--- src/rtl/instr_encode_loader_if.sv ---
// Bus between an instruction-field producer and the encode/loader block,
// carrying the request handshake and the instruction-memory write port.
interface instr_encode_loader_if #(
  parameter int unsigned ADDR_W = 6
);
  logic              clear;
  logic              in_valid;
  logic              in_ready;
  logic [1:0]        kind;
  logic [4:0]        rd;
  logic [4:0]        rs1;
  logic [4:0]        rs2;
  logic [2:0]        funct3;
  logic              funct7b5;
  logic [12:0]       imm;
  logic              mem_we;
  logic [ADDR_W-1:0] mem_addr;
  logic [31:0]       mem_wdata;
  logic              err;
  logic              full;
  logic [ADDR_W:0]   count;

  // Producer side: drives request fields, observes the loader.
  modport master (
    output clear, in_valid, kind, rd, rs1, rs2, funct3, funct7b5, imm,
    input  in_ready, mem_we, mem_addr, mem_wdata, err, full, count
  );

  // Loader side.
  modport slave (
    input  clear, in_valid, kind, rd, rs1, rs2, funct3, funct7b5, imm,
    output in_ready, mem_we, mem_addr, mem_wdata, err, full, count
  );
endinterface

--- src/rtl/instr_encode_loader.sv ---
// Encodes LW/SW/R_TYPE/BEQ requests into RV32I words and writes them
// sequentially into an instruction memory image, one word per two cycles.
module instr_encode_loader #(
  parameter int unsigned ADDR_W = 6
) (
  input  logic                 clk,
  input  logic                 rst,
  instr_encode_loader_if.slave bus
);

  localparam int unsigned CNT_W = ADDR_W + 1;

  localparam logic [1:0] KIND_LW  = 2'b00;
  localparam logic [1:0] KIND_SW  = 2'b01;
  localparam logic [1:0] KIND_R   = 2'b10;
  localparam logic [1:0] KIND_BEQ = 2'b11;

  typedef enum logic [1:0] {
    IDLE  = 2'b00,
    WRITE = 2'b01,
    FULL  = 2'b10
  } stateT;

  stateT             state;
  stateT             stateNext;
  logic [ADDR_W-1:0] ptr;
  logic [ADDR_W-1:0] ptrNext;
  logic [CNT_W-1:0]  cnt;
  logic [CNT_W-1:0]  cntNext;
  logic [31:0]       wdata;
  logic [31:0]       wdataNext;
  logic              errQ;
  logic              errNext;
  logic [31:0]       encWord;
  logic              illegal;

  // Instruction encoding and legality of the presented request.
  always_comb begin
    encWord = 32'h0000_0000;
    illegal = 1'b0;
    case (bus.kind)
      KIND_LW: begin
        encWord = {bus.imm[11:0], bus.rs1, 3'b010, bus.rd, 7'b0000011};
        illegal = (bus.imm[12] != bus.imm[11]);
      end
      KIND_SW: begin
        encWord = {bus.imm[11:5], bus.rs2, bus.rs1, 3'b010, bus.imm[4:0], 7'b0100011};
        illegal = (bus.imm[12] != bus.imm[11]);
      end
      KIND_R: begin
        encWord = {(bus.funct7b5 ? 7'b0100000 : 7'b0000000), bus.rs2, bus.rs1,
                   bus.funct3, bus.rd, 7'b0110011};
      end
      KIND_BEQ: begin
        encWord = {bus.imm[12], bus.imm[10:5], bus.rs2, bus.rs1, 3'b000,
                   bus.imm[4:1], bus.imm[11], 7'b1100011};
        illegal = bus.imm[0];
      end
      default: begin
        encWord = 32'h0000_0000;
        illegal = 1'b0;
      end
    endcase
  end

  // Next-state and datapath update; clear overrides everything.
  always_comb begin
    stateNext = state;
    ptrNext   = ptr;
    cntNext   = cnt;
    wdataNext = wdata;
    errNext   = 1'b0;
    if (bus.clear) begin
      stateNext = IDLE;
      ptrNext   = '0;
      cntNext   = '0;
    end else begin
      case (state)
        IDLE: begin
          if (bus.in_valid) begin
            if (illegal) begin
              errNext = 1'b1;
            end else begin
              wdataNext = encWord;
              stateNext = WRITE;
            end
          end
        end
        WRITE: begin
          ptrNext   = ptr + ADDR_W'(1);
          cntNext   = cnt + CNT_W'(1);
          // Pointer all-ones means the last slot was just written.
          stateNext = (&ptr) ? FULL : IDLE;
        end
        FULL: begin
          stateNext = FULL;
        end
        default: begin
          stateNext = IDLE;
        end
      endcase
    end
  end

  // State and datapath registers.
  always_ff @(posedge clk or posedge rst) begin
    if (rst) begin
      state <= IDLE;
      ptr   <= '0;
      cnt   <= '0;
      wdata <= 32'h0000_0000;
      errQ  <= 1'b0;
    end else begin
      state <= stateNext;
      ptr   <= ptrNext;
      cnt   <= cntNext;
      wdata <= wdataNext;
      errQ  <= errNext;
    end
  end

  // Outputs decode directly from registered state so rst acts without an edge.
  assign bus.in_ready  = (state == IDLE) && !bus.clear;
  assign bus.mem_we    = (state == WRITE);
  assign bus.mem_addr  = ptr;
  assign bus.mem_wdata = wdata;
  assign bus.err       = errQ;
  assign bus.full      = (state == FULL);
  assign bus.count     = cnt;

endmodule

--- src/flat_wrapper.sv ---
// flat-port wrapper written by rule: the top's interface ports become plain ports
module instr_encode_loader_flat 
#(
  parameter int unsigned ADDR_W = 6
)
  (clk, rst, bus_clear, bus_in_valid, bus_kind, bus_rd, bus_rs1, bus_rs2, bus_funct3, bus_funct7b5, bus_imm, bus_in_ready, bus_mem_we, bus_mem_addr, bus_mem_wdata, bus_err, bus_full, bus_count);
  instr_encode_loader_if #(.ADDR_W(ADDR_W)) bus_i ();
  input  logic clk;
  input  logic rst;
  input wire logic [$bits(bus_i.clear)-1:0] bus_clear;
  input wire logic [$bits(bus_i.in_valid)-1:0] bus_in_valid;
  input wire logic [$bits(bus_i.kind)-1:0] bus_kind;
  input wire logic [$bits(bus_i.rd)-1:0] bus_rd;
  input wire logic [$bits(bus_i.rs1)-1:0] bus_rs1;
  input wire logic [$bits(bus_i.rs2)-1:0] bus_rs2;
  input wire logic [$bits(bus_i.funct3)-1:0] bus_funct3;
  input wire logic [$bits(bus_i.funct7b5)-1:0] bus_funct7b5;
  input wire logic [$bits(bus_i.imm)-1:0] bus_imm;
  output wire logic [$bits(bus_i.in_ready)-1:0] bus_in_ready;
  output wire logic [$bits(bus_i.mem_we)-1:0] bus_mem_we;
  output wire logic [$bits(bus_i.mem_addr)-1:0] bus_mem_addr;
  output wire logic [$bits(bus_i.mem_wdata)-1:0] bus_mem_wdata;
  output wire logic [$bits(bus_i.err)-1:0] bus_err;
  output wire logic [$bits(bus_i.full)-1:0] bus_full;
  output wire logic [$bits(bus_i.count)-1:0] bus_count;
  assign bus_i.clear = bus_clear;
  assign bus_i.in_valid = bus_in_valid;
  assign bus_i.kind = bus_kind;
  assign bus_i.rd = bus_rd;
  assign bus_i.rs1 = bus_rs1;
  assign bus_i.rs2 = bus_rs2;
  assign bus_i.funct3 = bus_funct3;
  assign bus_i.funct7b5 = bus_funct7b5;
  assign bus_i.imm = bus_imm;
  assign bus_in_ready = bus_i.in_ready;
  assign bus_mem_we = bus_i.mem_we;
  assign bus_mem_addr = bus_i.mem_addr;
  assign bus_mem_wdata = bus_i.mem_wdata;
  assign bus_err = bus_i.err;
  assign bus_full = bus_i.full;
  assign bus_count = bus_i.count;
  instr_encode_loader #(.ADDR_W(ADDR_W)) u_core (.clk(clk), .rst(rst), .bus(bus_i));
endmodule
--- config.mk ---
export PLATFORM = sky130hd
export DESIGN_NAME = instr_encode_loader_flat
export DESIGN_NICKNAME = d
export VERILOG_FILES = /design/src/rtl/instr_encode_loader_if.sv /design/src/rtl/instr_encode_loader.sv /design/src/flat_wrapper.sv
export SDC_FILE = /design/constraint.sdc
export NUM_CORES = 1
export LEC_CHECK = 0
export ABC_AREA = 0
export CORE_UTILIZATION = 40
export CTS_CLUSTER_DIAMETER = 120
export DETAILED_ROUTE_END_ITERATION = 8
export GPL_TIMING_DRIVEN = 0
export PLACE_DENSITY = 0.84
export SYNTH_ARGS = -nofsm -noshare
export SYNTH_HDL_FRONTEND = slang
export SYNTH_SLANG_ARGS = --single-unit
--- constraint.sdc ---
create_clock -name clk -period 2.85 [get_ports clk]
set_input_delay 0.57 -clock clk [delete_from_list [all_inputs] [get_ports clk]]
set_output_delay 0.57 -clock clk [all_outputs]
set_load 0.02 [all_outputs]
==> impl_results.md, run 1 <==
- Req. time, crit path: ~2.3 ns
- Buffers & Inverters on Critical Path: 2
- CORE AREA: slightly below 5000 sq um
- Worst Path Arrival: approximately 1.8 ns
- Count leader, synth: dfrtp_1
- Cell taking the most area after synthesis: dfrtp_1
- Total CTS buffers: 5
- Worst hold slack: 0.4720 ns
- Dpl hpwl: roughly 3500 um
- Post-synth EDFFs: 0
- Die Width: ~73 um
- Detail Route Antenna Nets: 0
- I/O Pins: 87
- Worst r2r src: u_core.state[1]
- Clk slew on worst S/H paths: ~0.080 ns
- Die area: ~5400 sq um
- Setup Slack @ Placement: about 0.56 ns
- Global route overflow: 0
- Placed cells: 345
- Drt pass-1 iters: 4
- Crit Path Class: flop to primary output
- Register area: ~1100 sq um
- RD Place Congestion: around 0.76
- Crit start category: flop
- Rows: 25
- CTS tree: built
- Top area cells in the synthesized netlist: dfrtp_1 (55%), nand2_1 (6.8%), mux2i_1 (6.4%), o21ai_0 (6.4%), xor2_1 (3.0%)
- Static Leak: about 0.0014 uW
- WL final: between 4000 and 5000 um
- Post-synth cell types: 33
- Slowest cell on the critical path: clkdlybuf4s50_1
- Sequential-to-total area share from yosys stat: 0.5508
- Max-Cap Viols: 0
- Vias in the first global route: between 1500 and 2000
- Setup ws final: a little under 0.5 ns
- Clk Latency, worst-skew pair: 0.29 ns
- Initial Util: 0.4244
- CTS H-tree lvls: 2
- RSZ-0062 raised after global routing: false
- Largest net degree at the start of global routing: 42
- Cells after Synth: 193
- Setup TNS: 0 ns
- Crit-path cells: and2b_1 -> buf_4 -> clkdlybuf4s50_1
- Nets: about 330
- Asr flop ratio synth: 1.000
- Min-delay worst type: input pin to asynchronous set/reset pin
- Initial antenna violation count: 0
- # setup viols final: 0
- Area delta synth->final: 50.86%
- Top FF cell, synth: dfrtp_1
- Post-cts sizing count: 0
- Crit. Startpoint: u_core.state[1]
- Post-CTS setup buffers: 0
- Fmax: between 0.4 and 0.5 GHz
- Overall routing resource usage: 0.1840
- CP max FO: 10
- VDD IR max: ~0.00031 V
- Share of layout cells above drive strength 1: 0.09441
- Worst-Margin Slew: around 0.59 ns
- Max Slew Vio Count: 0
- Status: complete, no violations
- Vias: between 1500 and 2000
- Die H: roughly 73 um
- Crit. End Element: primary output
- Top cells by count, synth: dfrtp_1 (45), nand2_1 (37), o21ai_0 (26)
- Hold-fix buffers, CTS: 0
- Routed len/inst: 12.96 um
- Fillers: between 400 and 500
- Post-synth top area share: 0.5508
- Setup Skew: 0.002460 ns
- Port Buffers: 83
- Delay-heaviest family, CP: buffers and inverters
- Drt initial violations: 45
- Avg Cell Area, Syn: 10.59 sq um
- Fin. Hold Viols: 0
- Pwr/cell area: about 560 nW/um^2
- Multi-input logic area: just over 800 sq um
- Reg-to-Reg End: u_core.bus.mem_wdata[27]
- Clock Root Buffer: clkbuf_8
- N_diodes: 0
- First-pass GRT wire length: 7424 um
- Via density: 4.734
- Netlist Area Pre-Place: approximately 2000 sq um
- CP Depth: 3
- Sinks on the clock net: 45
- Flops & latches, synth: 45
- Critical Path Max Stage Delay: 0.62 ns
- Flop-to-flop setup slack: about 1.3 ns
- Fin crit period: 2.360 ns
- CP endpoint: bus_mem_we
- Clk buf depth: 2
- Yosys warnings: 0
- Slew HR: 0.6066
- Register-to-Register Path Depth: 5
- Drt drc: 0
- Final non-filler cell total: 353
- Overall Power: 1733 uW
- Crit share post-route: 0.8282
## where the power goes
part           internal [uW]  total (uW)  switching, uW
sequential               730         781           50.7
clock                    219         422            203
combinational            273         530            257
total                   1220        1730            510
## worst reg2reg max path, delay by kind of cell, from the launching register on
| family | cells | cell delay [ns] |
|---|---|---|
| AOI/OAI and AO/OA | 2 | 0.28 |
| DFF | 1 | 0.43 |
| buffers and inverters | 1 | 0.27 |
| and+or+nand+nor | 2 | 0.50 |
## final cells by class
type                       count  share of cell area
buffer                        14             0.02880
clock buffer                   7             0.03124
clock inverter                 1            0.001623
inverter                       2            0.002434
multi-input combinational    133              0.2677
sequential                    45              0.3651
tap                           67             0.02718
timing repair buffer          84              0.2759
## cell usage in the layout (no fill, tap or decap), types with 2 or more instances in the layout
cell | synthesis | routed
xor2_1 | 7 | 7
nor2_1 | 13 | 13
nand2b_1 | 3 | 3
dfrtp_1 | 45 | 45
nand2_1 | 37 | 37
clkbuf_1 | 3 | 3
buf_4 | 5 | 5
buf_2 | 2 | 2
conb_1 | 1 | 2
mux2_4 | 2 | 2
xnor2_1 | 3 | 3
buf_1 | 2 | 2
o2111ai_1 | 2 | 2
ha_1 | 2 | 2
o21ai_0 | 26 | 26
nor2b_1 | 3 | 3
or3_1 | 2 | 2
buf_6 | 2 | 2
nand4_1 | 2 | 2
a21oi_1 | 3 | 3
mux2_2 | 3 | 3
clkdlybuf4s50_1 | 0 | 83
mux2i_1 | 13 | 13
clkbuf_8 | 0 | 7
## metal layers
layer / vias to the layer above / part of all wire / track usage / wire length (um)
met2: 57 / 0.50 / 0.3282 / 2291
met4: 0 / 0.010 / 0.04487 / 48
met3: 7 / 0.088 / 0.07407 / 401
met5: - / 0 / 0 / 0
met1: 784 / 0.40 / 0.2034 / 1834
li1: 823 / - / - / -
## logic make-up after synthesis
family / Yosys count / synth area share
AOI/OAI and AO/OA: 35 / 0.1016
xor gates and xnor gates: 10 / 0.04284
adders and majority gates: 2 / 0.01224
buffers and inverters: 16 / 0.04713
DFF: 45 / 0.5508
muxes: 18 / 0.09486
other: 1 / 0.001834
and+or+nand+nor: 66 / 0.1487
## through the flow
stage            util  instance area (sq um)
2_1_floorplan       -                   2048
3_3_place_gp   0.6151                   2963
3_5_place_dp   0.6192                   2983
4_1_cts        0.6403                   3084
5_1_grt        0.6403                   3084
6_report       0.6403                   3084
## worst min-delay path by stage
stage                     cells after the start                  endpoint  slack (ns)                     start
after floorplan                               2  u_core.bus.mem_wdata[10]        0.58  u_core.bus.mem_wdata[10]
after global placement                        2   u_core.bus.mem_wdata[8]        0.46   u_core.bus.mem_wdata[8]
after detailed placement                      2  u_core.bus.mem_wdata[31]        0.47  u_core.bus.mem_wdata[31]
after CTS                                     2    u_core.bus.mem_addr[5]        0.46                 bus_clear
after global routing                          2    u_core.bus.mem_addr[2]        0.47                 bus_clear
final                                         2  u_core.bus.mem_wdata[15]        0.47                       rst
## flip-flops by register name, summed over array words and instances (netlist names)
signal,flops
u_core.state,2
u_core.bus.mem_addr,6
u_core.bus.mem_wdata,29
u_core.bus.count,7
u_core.bus.err,1
Note: power is estimated with default switching activity, not from simulation.
==> inputs of run 2 (changes only) <==
==> constraint.sdc (replaced) <==
create_clock -name clk -period 2.2 [get_ports clk]
set_input_delay 0.44 -clock clk [delete_from_list [all_inputs] [get_ports clk]]
set_output_delay 0.44 -clock clk [all_outputs]
set_load 0.02 [all_outputs]
==> impl_results.md, run 2 (synthesis results as in run 1) <==
- Drt pass-1 iters: 4
- Crit share post-route: 0.9121
- Port Buffers: 83
- Seq pwr share: 0.451
- Setup TNS: 0 ns
- Min-delay worst type: input pin to asynchronous set/reset pin
- CTS H-tree lvls: 2
- Crit. Startpoint: u_core.state[1]
- Placed cells: 345
- I/O Pins: slightly below 90
- Commonest non-fill, non-tap cell in the layout: clkdlybuf4s50_1
- Max-Cap Viols: 0
- Fin crit period: 2.007 ns
- Via density: between 4 and 5
- Drt initial violations: 44
- Area delta synth->final: 50.80%
- Die Width: ~73 um
- Final non-filler cell total: 353
- Static Leak: ~0.0014 uW
- First-pass GRT wire length: around 7400 um
- Status: complete, no violations
- CP max FO: 4
- Comb pwr share: 0.306
- Gr busiest metal: met2
- Worst Path Arrival: around 1.6 ns
- Clk buf depth: 2
- Grt met1 use: 0.2034
- Max reg flops: 29
- Pwr/cell area: ~730 nW/um^2
- N_diodes: 0
- Crit Path Class: flop to primary output
- Detail Route Antenna Nets: 0
- Die H: 73.49 um
- Worst-Margin Slew: about 0.6 ns
- Clk slew on worst S/H paths: approximately 0.080 ns
- Rows: 25
- Net Sw Frac: 0.2947
- Total CTS buffers: 5
- Register-to-Register Path Depth: 5
- Setup ws final: around 0.19 ns
- Post-CTS setup buffers: 0
- Register area: ~1100 sq um
- Drt drc: 0
- # setup viols final: 0
- Global routing usage on met3: 0.07407
- Crit start category: flop
- Vias: 1670
- Vias in the first global route: 1640
- Setup Skew: roughly 0.0025 ns
- Initial antenna violation count: 0
- Reg-to-Reg End: u_core.bus.mem_wdata[27]
- Worst hold slack: 0.3416 ns
- Fmax: roughly 0.5 GHz
- Req. time, crit path: about 1.8 ns
- WL final: around 4600 um
- Overall routing resource usage: 0.1840
- Clock Root Buffer: clkbuf_8
- Fin. Hold Viols: 0
- Dpl hpwl: roughly 3500 um
- Max Slew Vio Count: 0
- RSZ-0062 raised after global routing: false
- RD Place Congestion: approximately 0.76
- NetSw: 661.2 uW
- Setup Slack @ Placement: about 0.042 ns
- CTS tree: built
- Crit. End Element: primary output
- Sinks on the clock net: between 40 and 50
- Multi-input logic area: between 800 and 900 sq um
- Largest net degree at the start of global routing: 42
- Routed len/inst: approximately 13 um
- Share of layout cells above drive strength 1: 0.09441
- Flop-to-flop setup slack: a little over 0.6 ns
- Worst r2r src: u_core.state[1]
- Commonest cells after routing, fill and taps aside: clkdlybuf4s50_1 (82), dfrtp_1 (45), nand2_1 (37)
- Clk pwr share: 0.244
- Nets: 325
- Clk Latency, worst-skew pair: between 0.2 and 0.3 ns
- Slew HR: 0.6066
- Internal: roughly 1600 uW
- Fillers: 436
- Initial Util: 0.4244
- Die area: approximately 5400 sq um
- CORE AREA: a little under 5000 sq um
- Global route overflow: 0
- VDD IR max: roughly 0.0004 V
- Met2 usage: 0.3282
## run 2: how the worst max path moves through the flow
stage                               endpoint  slack, ns
CTS                                 bus_full       0.17
floorplan           u_core.bus.mem_wdata[15]       0.67
finish                              bus_full       0.19
detailed placement  u_core.bus.mem_wdata[24]       0.04
global route                        bus_full       0.11
global placement    u_core.bus.mem_wdata[25]      -0.23
## run 2: what timing repair did
action | 4_1_cts | 5_1_grt
setup endpoints to repair | 1 | 0
hold buffers | 0 | 0
gates resized for setup | 1 | 0
## run 2: power groups by stage
stage          clock [uW]  sequential, uW  combinational, uW
3_3_place_gp            0            1020                681
3_5_place_dp            0            1030                696
5_1_grt               596            1030                740
6_report              547            1010                686
2_1_floorplan           0            1170                181
4_1_cts               567            1010                696
## run 2: worst max-delay path, stage by stage, from the launching register on
cell and delay [ns]:
dfrtp_1 0.42, nor2b_1 0.22, clkdlybuf4s50_1 0.63
## run 2: metrics by stage
step,power [uW],area [sq um],util
after floorplan,1354,2048,-
after global placement,1704,2963,0.6151
after detailed placement,1724,2983,0.6192
after CTS,2277,3083,0.6400
after global routing,2363,3083,0.6400
final,2244,3083,0.6400
## run 2: routing by layer
metal	wire length, um	share of wire
met2	2287	0.50
met1	1837	0.40
met5	0	0
met4	48	0.010
met3	401	0.088
## run 2: cell type report
type / count / area share
plain buffers: 14 / 0.02881
clock inverters: 1 / 0.001623
flip-flops and latches: 45 / 0.3653
clock buffers: 7 / 0.03125
well taps: 67 / 0.02719
inverters: 2 / 0.002435
repair buffers: 84 / 0.2756
multi-input cells: 133 / 0.2679
==> inputs of run 3 (changes only) <==
--- a/config.mk
+++ b/config.mk
@@ -7,10 +7,11 @@
 export LEC_CHECK = 0
 export ABC_AREA = 0
 export CORE_UTILIZATION = 40
-export CTS_CLUSTER_DIAMETER = 120
 export DETAILED_ROUTE_END_ITERATION = 8
 export GPL_TIMING_DRIVEN = 0
+export MAX_ROUTING_LAYER = met4
 export PLACE_DENSITY = 0.84
+export REMOVE_ABC_BUFFERS = 1
 export SYNTH_ARGS = -nofsm -noshare
 export SYNTH_HDL_FRONTEND = slang
 export SYNTH_SLANG_ARGS = --single-unit
==> impl_results.md, run 3 (synthesis results as in run 1) <==
- Reg-to-Reg End: u_core.bus.mem_wdata[16]
- Worst Path Arrival: 1.65 ns
- I/O Pins: between 80 and 90
- CTS tree: built
- Clk buf depth: 2
- Max reg flops: 29
- Rows: 25
- Req. time, crit path: 1.76 ns
- Max-Cap Viols: 0
- WL final: 4360 um
- Drt initial violations: 88
- Clk slew on worst S/H paths: about 0.08 ns
- Fin crit period: 2.086 ns
- Largest net degree at the start of global routing: 28
- CP max FO: 18
- Total CTS buffers: 5
- Dpl hpwl: between 3000 and 4000 um
- Clock Root Buffer: clkbuf_8
- Crit-path cells: clkdlybuf4s15_2 -> nor3_1 -> clkdlybuf4s50_1
- Die H: between 70 and 80 um
- Placed cell area: roughly 2900 sq um
- Port Buffers: 84
- VDD IR max: around 0.00049 V
- Critical Path Max Stage Delay: approximately 0.64 ns
- Static Leak: 0.001342 uW
- Commonest cells after routing, fill and taps aside: clkdlybuf4s50_1 (80), dfrtp_1 (45), nand2_1 (37)
- Routed len/inst: about 13 um
- Flop-to-flop setup slack: about 0.45 ns
- Overall routing resource usage: 0.1863
- Min-delay worst type: flop to flop
- # setup viols final: 0
- Post-CTS setup buffers: 0
- Max Slew Vio Count: 0
- Crit. End Element: primary output
- Worst r2r src: u_core.state[1]
- Crit start category: input pin
- Status: complete, no violations
- RD Place Congestion: approximately 0.74
- Final Cell Area: 3052 sq um
- Post-layout util: 0.6335
- Nets: between 300 and 400
- Fillers: around 420
- First-pass GRT wire length: approximately 7400 um
- Hold-fix buffers, CTS: 0
- Register area: between 1000 and 1500 sq um
- CTS H-tree lvls: 2
- Worst-Margin Slew: approximately 0.74 ns
- Crit share post-route: 0.9482
- CORE AREA: around 4800 sq um
- Crit Path Class: input pin to primary output
- Vias: approximately 1600
- Die Width: about 73 um
- Setup TNS: 0 ns
- Initial antenna violation count: 0
- Slowest cell on the critical path: clkdlybuf4s50_1
- Detail Route Antenna Nets: 0
- Slew HR: 0.5020
- Vias in the first global route: roughly 1600
- RSZ-0062 raised after global routing: false
- Worst Hold Path Cells: 2
- Share of layout cells above drive strength 1: 0.07299
- Via density: about 4.8
- N_diodes: 0
- Initial Util: 0.4244
- Pwr/cell area: between 700 and 800 nW/um^2
- Register-to-Register Path Depth: 3
- Sinks on the clock net: between 40 and 50
- Min-delay src: u_core.bus.mem_wdata[28]
- Drt pass-1 iters: 4
- Fmax: between 0.4 and 0.5 GHz
- Global route overflow: 0
- Multi-input logic area: between 800 and 900 sq um
- Commonest non-fill, non-tap cell in the layout: clkdlybuf4s50_1
- Setup Skew: between 0.004 and 0.005 ns
- Drt drc: 0
- Clk Latency, worst-skew pair: between 0.2 and 0.3 ns
- Endpoint, Worst Hold: u_core.bus.mem_wdata[28]
- Die area: 5401 sq um
- Area delta synth->final: 49.27%
- Fin. Hold Viols: 0
==> run 3: cell type report <==
class	instances	area share
clock buffers	7	0.02829
clock inverters	1	0.009840
repair buffers	85	0.2850
inverters	2	0.002460
well taps	67	0.02747
flip-flops and latches	45	0.3690
multi-input cells	134	0.2780
==> run 3: worst max path at each step <==
stage,slack [ns],startpoint,to,depth (start not counted)
after floorplan,0.37,bus_imm[12],u_core.bus.mem_wdata[17],3
after global placement,-0.49,bus_kind[1],u_core.bus.mem_wdata[17],3
after detailed placement,-0.52,bus_kind[1],u_core.bus.mem_wdata[17],3
after CTS,0.03,bus_kind[1],u_core.bus.mem_wdata[12],3
after global routing,0.02,bus_imm[11],u_core.bus.mem_wdata[17],4
final,0.11,bus_clear,bus_in_ready,3
==> run 3: power breakdown <==
part	switching, uW	internal [uW]
clock	260	370
combinational	335	344
sequential	66.9	946
total	662	1660
==> run 3: worst max-delay path, delay by kind of cell <==
| family | cells | cell delay (ns) |
|---|---|---|
| AND/OR/NAND/NOR | 1 | 0.21 |
| buffers and inverters | 2 | 0.99 |
==> run 3: metal layers <==
metal | vias to the layer above | global-route usage | part of all wire | wire length (um)
met3 | 5 | 0.05761 | 0.063 | 273
met1 | 765 | 0.2271 | 0.44 | 1900
met2 | 55 | 0.3058 | 0.49 | 2146
met5 | - | - | 0 | 0
met4 | 0 | 0.03846 | 0.0092 | 40
li1 | 807 | - | - | -
==> run 3: what timing repair did <==
action                                  CTS  global route
endpoints found under the setup margin   30            28
resized for setup                         6             2
endpoints found under the hold margin     0             0
cloned                                    1             0
pin swaps                                 1             0
==> run 3: stage by stage <==
step / setup slack [ns] / power (uW) / cells / hold WS (ns)
2_1_floorplan: 0.3748 / 1332 / 180 / 0.5031
3_3_place_gp: -0.4907 / 1687 / 331 / 0.4593
3_5_place_dp: -0.5188 / 1708 / 332 / 0.4700
4_1_cts: 0.02923 / 2352 / 341 / 0.4887
5_1_grt: 0.02388 / 2450 / 341 / 0.5130
6_report: 0.1140 / 2322 / 341 / 0.4813
